===== src/rtl/wb_regfile_pkg.sv =====
// Shared widths and the writeback request payload for the writeback stage / register file.
package wb_regfile_pkg;

    localparam int unsigned REG_BUS      = 32;
    localparam int unsigned REG_ADDR_BUS = 5;
    localparam int unsigned REG_NUM      = 32;
    localparam int unsigned REG_NUM_LOG2 = 5;
    localparam int unsigned INSTRET_BUS  = 64;

    localparam logic [REG_ADDR_BUS-1:0] ZERO_REG_ADDR = '0;

    typedef struct packed {
        logic [REG_ADDR_BUS-1:0] addr;
        logic                    we;
        logic [REG_BUS-1:0]      data;
    } wb_req_t;

endpackage


===== src/rtl/wb_regfile_if.sv =====
// Execute-to-writeback write request interface.
interface wb_regfile_if;
    import wb_regfile_pkg::*;

    wb_req_t req;

    modport master (output req);
    modport slave  (input  req);

endinterface


===== src/rtl/wb_regfile_rd_port.sv =====
// One register-file read port: enable, x0 masking and optional writeback bypass.
// Bypass is selected by the REGFILE_BYPASS_EN macro.
module wb_regfile_rd_port
    import wb_regfile_pkg::*;
(
    input  logic                    rst,
    input  logic                    re,
    input  logic [REG_ADDR_BUS-1:0] raddr,
    input  logic [REG_BUS-1:0]      array_data,
    input  logic                    wb_we,
    input  logic [REG_ADDR_BUS-1:0] wb_waddr,
    input  logic [REG_BUS-1:0]      wb_wdata,
    output logic [REG_BUS-1:0]      rdata
);

`ifdef REGFILE_BYPASS_EN
    always_comb begin
        rdata = '0;
        if (!rst && re && raddr != ZERO_REG_ADDR) begin
            if (wb_we && wb_waddr == raddr) begin
                rdata = wb_wdata;
            end else begin
                rdata = array_data;
            end
        end
    end
`else
    always_comb begin
        rdata = '0;
        if (!rst && re && raddr != ZERO_REG_ADDR) begin
            rdata = array_data;
        end
    end

    // Writeback register is not consulted without bypass.
    logic unused_bypass;
    assign unused_bypass = ^{wb_we, wb_waddr, wb_wdata};
`endif

endmodule


===== src/rtl/wb_regfile.sv =====
// Writeback pipeline register, 32x32 architectural register file and retired-write counter.
// Define REGFILE_BYPASS_EN to forward the writeback register onto the read ports.
module wb_regfile
    import wb_regfile_pkg::*;
(
    input  logic                    clk,
    input  logic                    rst,
    input  logic                    stall_i,
    input  logic                    flush_i,
    wb_regfile_if.slave             ex,
    input  logic                    re1,
    input  logic [REG_ADDR_BUS-1:0] raddr1,
    output logic [REG_BUS-1:0]      rdata1,
    input  logic                    re2,
    input  logic [REG_ADDR_BUS-1:0] raddr2,
    output logic [REG_BUS-1:0]      rdata2,
    output logic [REG_ADDR_BUS-1:0] wb_waddr_o,
    output logic                    wb_we_o,
    output logic [REG_BUS-1:0]      wb_wdata_o,
    output logic [INSTRET_BUS-1:0]  instret_o
);

    wb_req_t            wb_q;
    logic [REG_BUS-1:0] regs [REG_NUM];
    logic               commit;
    logic               do_write;

    // A held register does not retire; flush overrides stall so the content still retires.
    assign commit   = !(stall_i && !flush_i);
    assign do_write = commit && wb_q.we && (wb_q.addr != ZERO_REG_ADDR);

    always_ff @(posedge clk) begin
        if (rst) begin
            wb_q      <= '0;
            instret_o <= '0;
            for (int i = 0; i < int'(REG_NUM); i++) begin
                regs[i] <= '0;
            end
        end else begin
            if (do_write) begin
                regs[wb_q.addr] <= wb_q.data;
                instret_o       <= instret_o + INSTRET_BUS'(1);
            end
            if (flush_i) begin
                wb_q <= '0;
            end else if (!stall_i) begin
                wb_q <= ex.req;
            end
        end
    end

    assign wb_waddr_o = wb_q.addr;
    assign wb_we_o    = wb_q.we;
    assign wb_wdata_o = wb_q.data;

    wb_regfile_rd_port u_rd1 (
        .rst        (rst),
        .re         (re1),
        .raddr      (raddr1),
        .array_data (regs[raddr1]),
        .wb_we      (wb_q.we),
        .wb_waddr   (wb_q.addr),
        .wb_wdata   (wb_q.data),
        .rdata      (rdata1)
    );

    wb_regfile_rd_port u_rd2 (
        .rst        (rst),
        .re         (re2),
        .raddr      (raddr2),
        .array_data (regs[raddr2]),
        .wb_we      (wb_q.we),
        .wb_waddr   (wb_q.addr),
        .wb_wdata   (wb_q.data),
        .rdata      (rdata2)
    );

endmodule


===== src/flat_wrapper.sv =====
// flat-port wrapper written by rule: the top's interface ports become plain ports
module wb_regfile_flat import wb_regfile_pkg::*;
  (clk, rst, stall_i, flush_i, re1, raddr1, rdata1, re2, raddr2, rdata2, wb_waddr_o, wb_we_o, wb_wdata_o, instret_o, ex_req);
  wb_regfile_if ex_i ();
  input  logic clk;
  input  logic rst;
  input  logic stall_i;
  input  logic flush_i;
  input  logic re1;
  input  logic [REG_ADDR_BUS-1:0] raddr1;
  output logic [REG_BUS-1:0] rdata1;
  input  logic re2;
  input  logic [REG_ADDR_BUS-1:0] raddr2;
  output logic [REG_BUS-1:0] rdata2;
  output logic [REG_ADDR_BUS-1:0] wb_waddr_o;
  output logic wb_we_o;
  output logic [REG_BUS-1:0] wb_wdata_o;
  output logic [INSTRET_BUS-1:0] instret_o;
  input wire logic [$bits(ex_i.req)-1:0] ex_req;
  assign ex_i.req = ex_req;
  wb_regfile u_core (.clk(clk), .rst(rst), .stall_i(stall_i), .flush_i(flush_i), .ex(ex_i), .re1(re1), .raddr1(raddr1), .rdata1(rdata1), .re2(re2), .raddr2(raddr2), .rdata2(rdata2), .wb_waddr_o(wb_waddr_o), .wb_we_o(wb_we_o), .wb_wdata_o(wb_wdata_o), .instret_o(instret_o));
endmodule

===== config.mk =====
export PLATFORM = sky130hd
export DESIGN_NAME = wb_regfile_flat
export DESIGN_NICKNAME = d
export VERILOG_FILES = /design/src/rtl/wb_regfile_pkg.sv /design/src/rtl/wb_regfile_if.sv /design/src/rtl/wb_regfile_rd_port.sv /design/src/rtl/wb_regfile.sv /design/src/flat_wrapper.sv
export SDC_FILE = /design/constraint.sdc
export NUM_CORES = 2
export LEC_CHECK = 0
export CAP_MARGIN = 20
export CORE_MARGIN = 2
export CORE_UTILIZATION = 36
export CTS_CLUSTER_SIZE = 30
export DETAILED_ROUTE_END_ITERATION = 8
export GPL_TIMING_DRIVEN = 0
export SLEW_MARGIN = 40
export SYNTH_ARGS = -nofsm -noshare
export SYNTH_HDL_FRONTEND = slang
export SYNTH_SLANG_ARGS = --single-unit

===== constraint.sdc =====
create_clock -name clk -period 2.57 [get_ports clk]
set_clock_uncertainty 0.2 [all_clocks]
set_input_delay 0.257 -clock clk [delete_from_list [all_inputs] [get_ports clk]]
set_output_delay 0.257 -clock clk [all_outputs]
set_load 0.01 [all_outputs]

# Word level (Yosys, flattened, before mapping)
# Memories as Yosys holds them, arrays and structs flattened.
# Cells that the tools add are included.
# word_totals
memories,1
out_inout_bits,166
mem_bits_rw,1024
regBits,102
wordCells,31
# mem_list
name,words,word_bits,read_ports,rd_ports_with_merged_regs,write_ports,line_no,source
u_core.regs,32,32,2,0,32,wb_regfile.sv:24,logic [REG_BUS-1:0] regs [REG_NUM];
# op_classes
muxes,10
n_addsub,1
reduce_logical,15
# op_table
cell,count
$mux 32,3
$add 64x1->64 const B,1
$reduce_or 32->1,1
$reduce_bool 5->1,3
$logic_and 1x1->1,7
$mux 1,6
$mux 5,1
$logic_not 1->1,3
$reduce_or 2->1,1

# Longest topological paths before layout
# depth
ltp_word,10
ltp_mapped,9
ltp_nobuf,6

# Cells and area by module
# From an unflattened synthesis, not the netlist that was laid out.
# unflattened
cells_unflattened,4046
hier_area_um2,59125.5
# modules_own_cells
mod,instances,area_each_um2,cells_per_inst
wb_regfile,1,58117.0,3890
wb_regfile_rd_port,2,504.2,78

# Least setup slack after synthesis
# OpenSTA, ideal clock, no wires.
# synth_path
kind,register to register
startpoint,reg u_core.instret_o[20]
endpoint,reg u_core.instret_o[57]
t_required_ns,2.300
setup_slack_ns,-0.063
path_buffers,1
arrival_time_ns,2.362
stages_incl_launch_ff,7
cell_sequence,dfxtp_1 -> nand4_2 -> or4_4 -> or4b_4 -> buf_6 -> or4_1 -> a21oi_1
# synth_between
elab_chain_cells,1
# synth_lines
item,line_no,source
start: declaration,wb_regfile.sv:20,output logic [INSTRET_BUS-1:0] instret_o
start signal: assignment,wb_regfile.sv:42,instret_o <= instret_o + INSTRET_BUS'(1);
$add 64x1->64,wb_regfile.sv:42,
# Every way passes these cells.
# A chain may end at the register's enable or synchronous reset.

==> results.py <==
metrics = {
    "outcome": {
        "status": "finished, violations left",
        "violations": "setup timing",
    },
    "global_route": {
        "overflow": 0,
        "grt_max_degree": 21,
        "grt_pass1_vias": 44900,
        "grtUsageTotal": 0.299,
        "grt_pass1_wl_um": 350000,
        "antenna_found_initial": 16,
    },
    "setup_path": {
        "critPathMaxStageDelay_ns": 0.53,
        "cpMaxStageDelayCell": "mux4_2",
        "worstPathCellList": "mux4_2 > mux4_2 > a22o_1 > buf_2",
        "worstSetupPathType": "flop to output pin",
        "end_kind": "output pin",
        "worstPathRequired_ns": 2.11,
        "rr_worst_depth": 6,
        "arrival_ns": 2.58,
        "worstSetupStartpointType": "flop",
        "crit_path_max_fanout": 2,
        "cp_common_cell": "mux4_2",
    },
    "finish": {
        "ff_latch_area_um2": 32900,
        "multi_input_area_um2": 27900,
        "layout.nets": 5182,
        "fillers": 14200,
        "area_delta_synth_final_pct": 28.6,
        "stdcell_count": 7417,
        "drive_gt1_frac": 0.309,
    },
    "sta": {
        "slew_headroom": 0.311,
        "finalMaxSlewViolations": 0,
        "setup_slack_ns": -0.472,
        "timing.final.crit_share": 1.18,
        "clock.fmax_mhz": 329,
        "hold_violations": 0,
        "whs_ns": 0.0246,
        "rsz0062_at_grt": "yes",
        "max_slew.worst_pin.slew_ns": 1.03,
        "min_period_ns": 3.04,
        "finalSetupViolCount": 109,
    },
    "yosys": {
        "synth_area_um2": 59100,
        "ys_seq_area_frac": 0.555,
        "synth.distinct_cells": 44,
        "synth_most_common_cell": "edfxtp_1",
        "synthCells": 4480,
        "synth_common_cells": "1,024 x edfxtp_1, 994 x and2_1, 535 x mux2i_1, 366 x clkbuf_1, 268 x mux4_2",
        "synth_top_area_cell": "edfxtp_1",
        "yosys-top-cells-area": "edfxtp_1 52%, and2_1 11%, mux4_2 10%",
        "ys_ff_latch": 1126,
        "yosysWarnings": 0,
        "async_flop_share": 0,
        "synth_ff_type": "edfxtp_1",
        "synth_edf_count": 1024,
        "synth_top_cell_area_share": 0.521,
        "syn_avg_cell_area_um2": 13.2,
    },
    "pwr": {
        "powerDensity_nw_per_um2": 584,
        "peakVddDrop_uv": 549,
        "leakage_nw": 28.4,
    },
    "route": {
        "vias": 46100,
        "first_pass_iters": 7,
        "first_iter_violations": 7161,
        "avgRoutedWirePerCell_um": 34.8,
        "drcViolationCount": 0,
        "viasPerCell": 6.21,
        "drt-total-wl_um": 258000,
        "ant_nets": 0,
    },
    "floorplan": {
        "initial_core_util": 0.363,
        "num_rows": 148,
        "fp.dieArea_um2": 167000,
        "fp.dieH_um": 409,
        "io_pins": 220,
        "design.core.area_um2": 163000,
        "die_x_um": 409,
    },
    "clocking": {
        "cts_tree": "yes",
        "clk_pin_slew_ns": 0.06,
        "cts_buffers": 120,
        "clock_tree.buffer_depth": 3,
        "clk_root_buffer_cell": "clkbuf_16",
        "clock_latency_ns": 0.77,
        "cts_sinks": 1126,
        "htreeDepth": 3,
    },
    "placed_design": {
        "place_congestion": 0.985,
        "dp_cells": 6909,
        "portBuffers": 213,
        "dpl.hpwl_um": 165000,
    },
    "min_path": {
        "worst_hold_path.num_cells": 3,
        "hold_path_class": "input pin to flop",
    },
    "run": {
        "max_cap_violations": 0,
    },
}
[metal layers]
metal	GRT usage	routed length, um
met1	0.376	93900
met2	0.430	108000
met3	0.122	36900
met4	0.173	18500
met5	0.0259	827
[worst paths after layout]
| path | start | end | slack (ns) |
|---|---|---|---|
| hold / removal | ex_req[35] | u_core.wb_waddr_o[2] | 0.02 |
| setup reg to reg | u_core.instret_o[18] | u_core.instret_o[57] | -0.12 |
| hold reg to reg | u_core.instret_o[63] | u_core.instret_o[63] | 0.30 |
| setup / recovery | u_core.regs[24][30] | rdata1[30] | -0.47 |
[placed cells by master (no fill, tap or decap), drive strengths merged, types with 8 or more instances in the layout]
cell	count
a21oi	34
a221oi	248
a22o	64
a22oi	62
and2	994
buf	390
bufinv	8
clkbuf	495
clkdlybuf4s50	146
clkinv	60
conb	32
dfxtp	102
diode	14
dlygate4sd3	36
edfxtp	1024
inv	21
mux2i	535
mux4	268
nand2	148
nand3	18
nand4	20
nor2	110
nor3	12
nor4	12
o21ai	207
o31ai	13
or2	68
or3	22
or4	17
xnor2	26
[metrics by stage]
stage | total power [mW] | TNS, ns | setup WS [ns] | area, um^2 | utilization
after floorplan | 23.6 | 0 | 0.0128 | 59200 | -
after global placement | 25.7 | -3241.95 | -2.83 | 64100 | 0.394
after detailed placement | 25.8 | -2688.44 | -2.51 | 64500 | 0.396
after CTS | 43.8 | -20.69 | -0.494 | 74800 | 0.460
after global routing | 45.1 | -21.26 | -0.543 | 75900 | 0.466
final | 44.4 | -23.14 | -0.472 | 76000 | 0.467
[flip-flops by register name, summed over array words and instances, names as in the netlist]
name and cells:
u_core.wb_waddr_o 5, u_core.regs 1024, u_core.wb_we_o 1, u_core.wb_wdata_o 32, u_core.instret_o 64
[critical path: cells and delay by family, from the launching register on]
kind	cells	cell delay, ns
mux	2	1.02
flops	1	0.41
compound gates	1	0.24
buf+inv	1	0.16
[repair_timing]
| item | 4_1_cts | 5_1_grt |
|---|---|---|
| hold buffers | 36 | 0 |
| gates resized for setup | 1303 | 266 |
| hold endpoints to repair | 36 | 0 |
| gates cloned | 31 | 4 |
| pin swaps | 248 | 136 |
| setup endpoints to repair | 2130 | 763 |
| setup buffers | 181 | 29 |
[report_power, final]
group,internal (mW),switching [mW]
sequential,20.5,0.358
combinational,2.41,3.89
clock,9.49,7.78
total,32.4,12.0
[cell families (layout without fill, tap and decap cells)]
kind of cell,after synthesis,in the layout,share of synthesized area
compound gates,633,633,0.0770
xor+xnor,29,29,0.00430
fa+ha+maj,1,1,0.000212
buf+inv,472,1157,0.0308
flops,1126,1126,0.555
mux,803,803,0.193
other cells,1,46,0.0000635
simple gates,1415,1447,0.140
[final cells by class]
cell class / instances / area share
clock inverter: 72 / 0.00720
timing repair buffer: 469 / 0.0755
sequential: 1126 / 0.433
antenna: 14 / 0.000461
tap: 2175 / 0.0358
buffer: 447 / 0.0383
multi-input combinational: 2945 / 0.367
clock buffer: 151 / 0.0419
inverter: 18 / 0.000955
No activity file was read; power rests on OpenSTA's default activity.
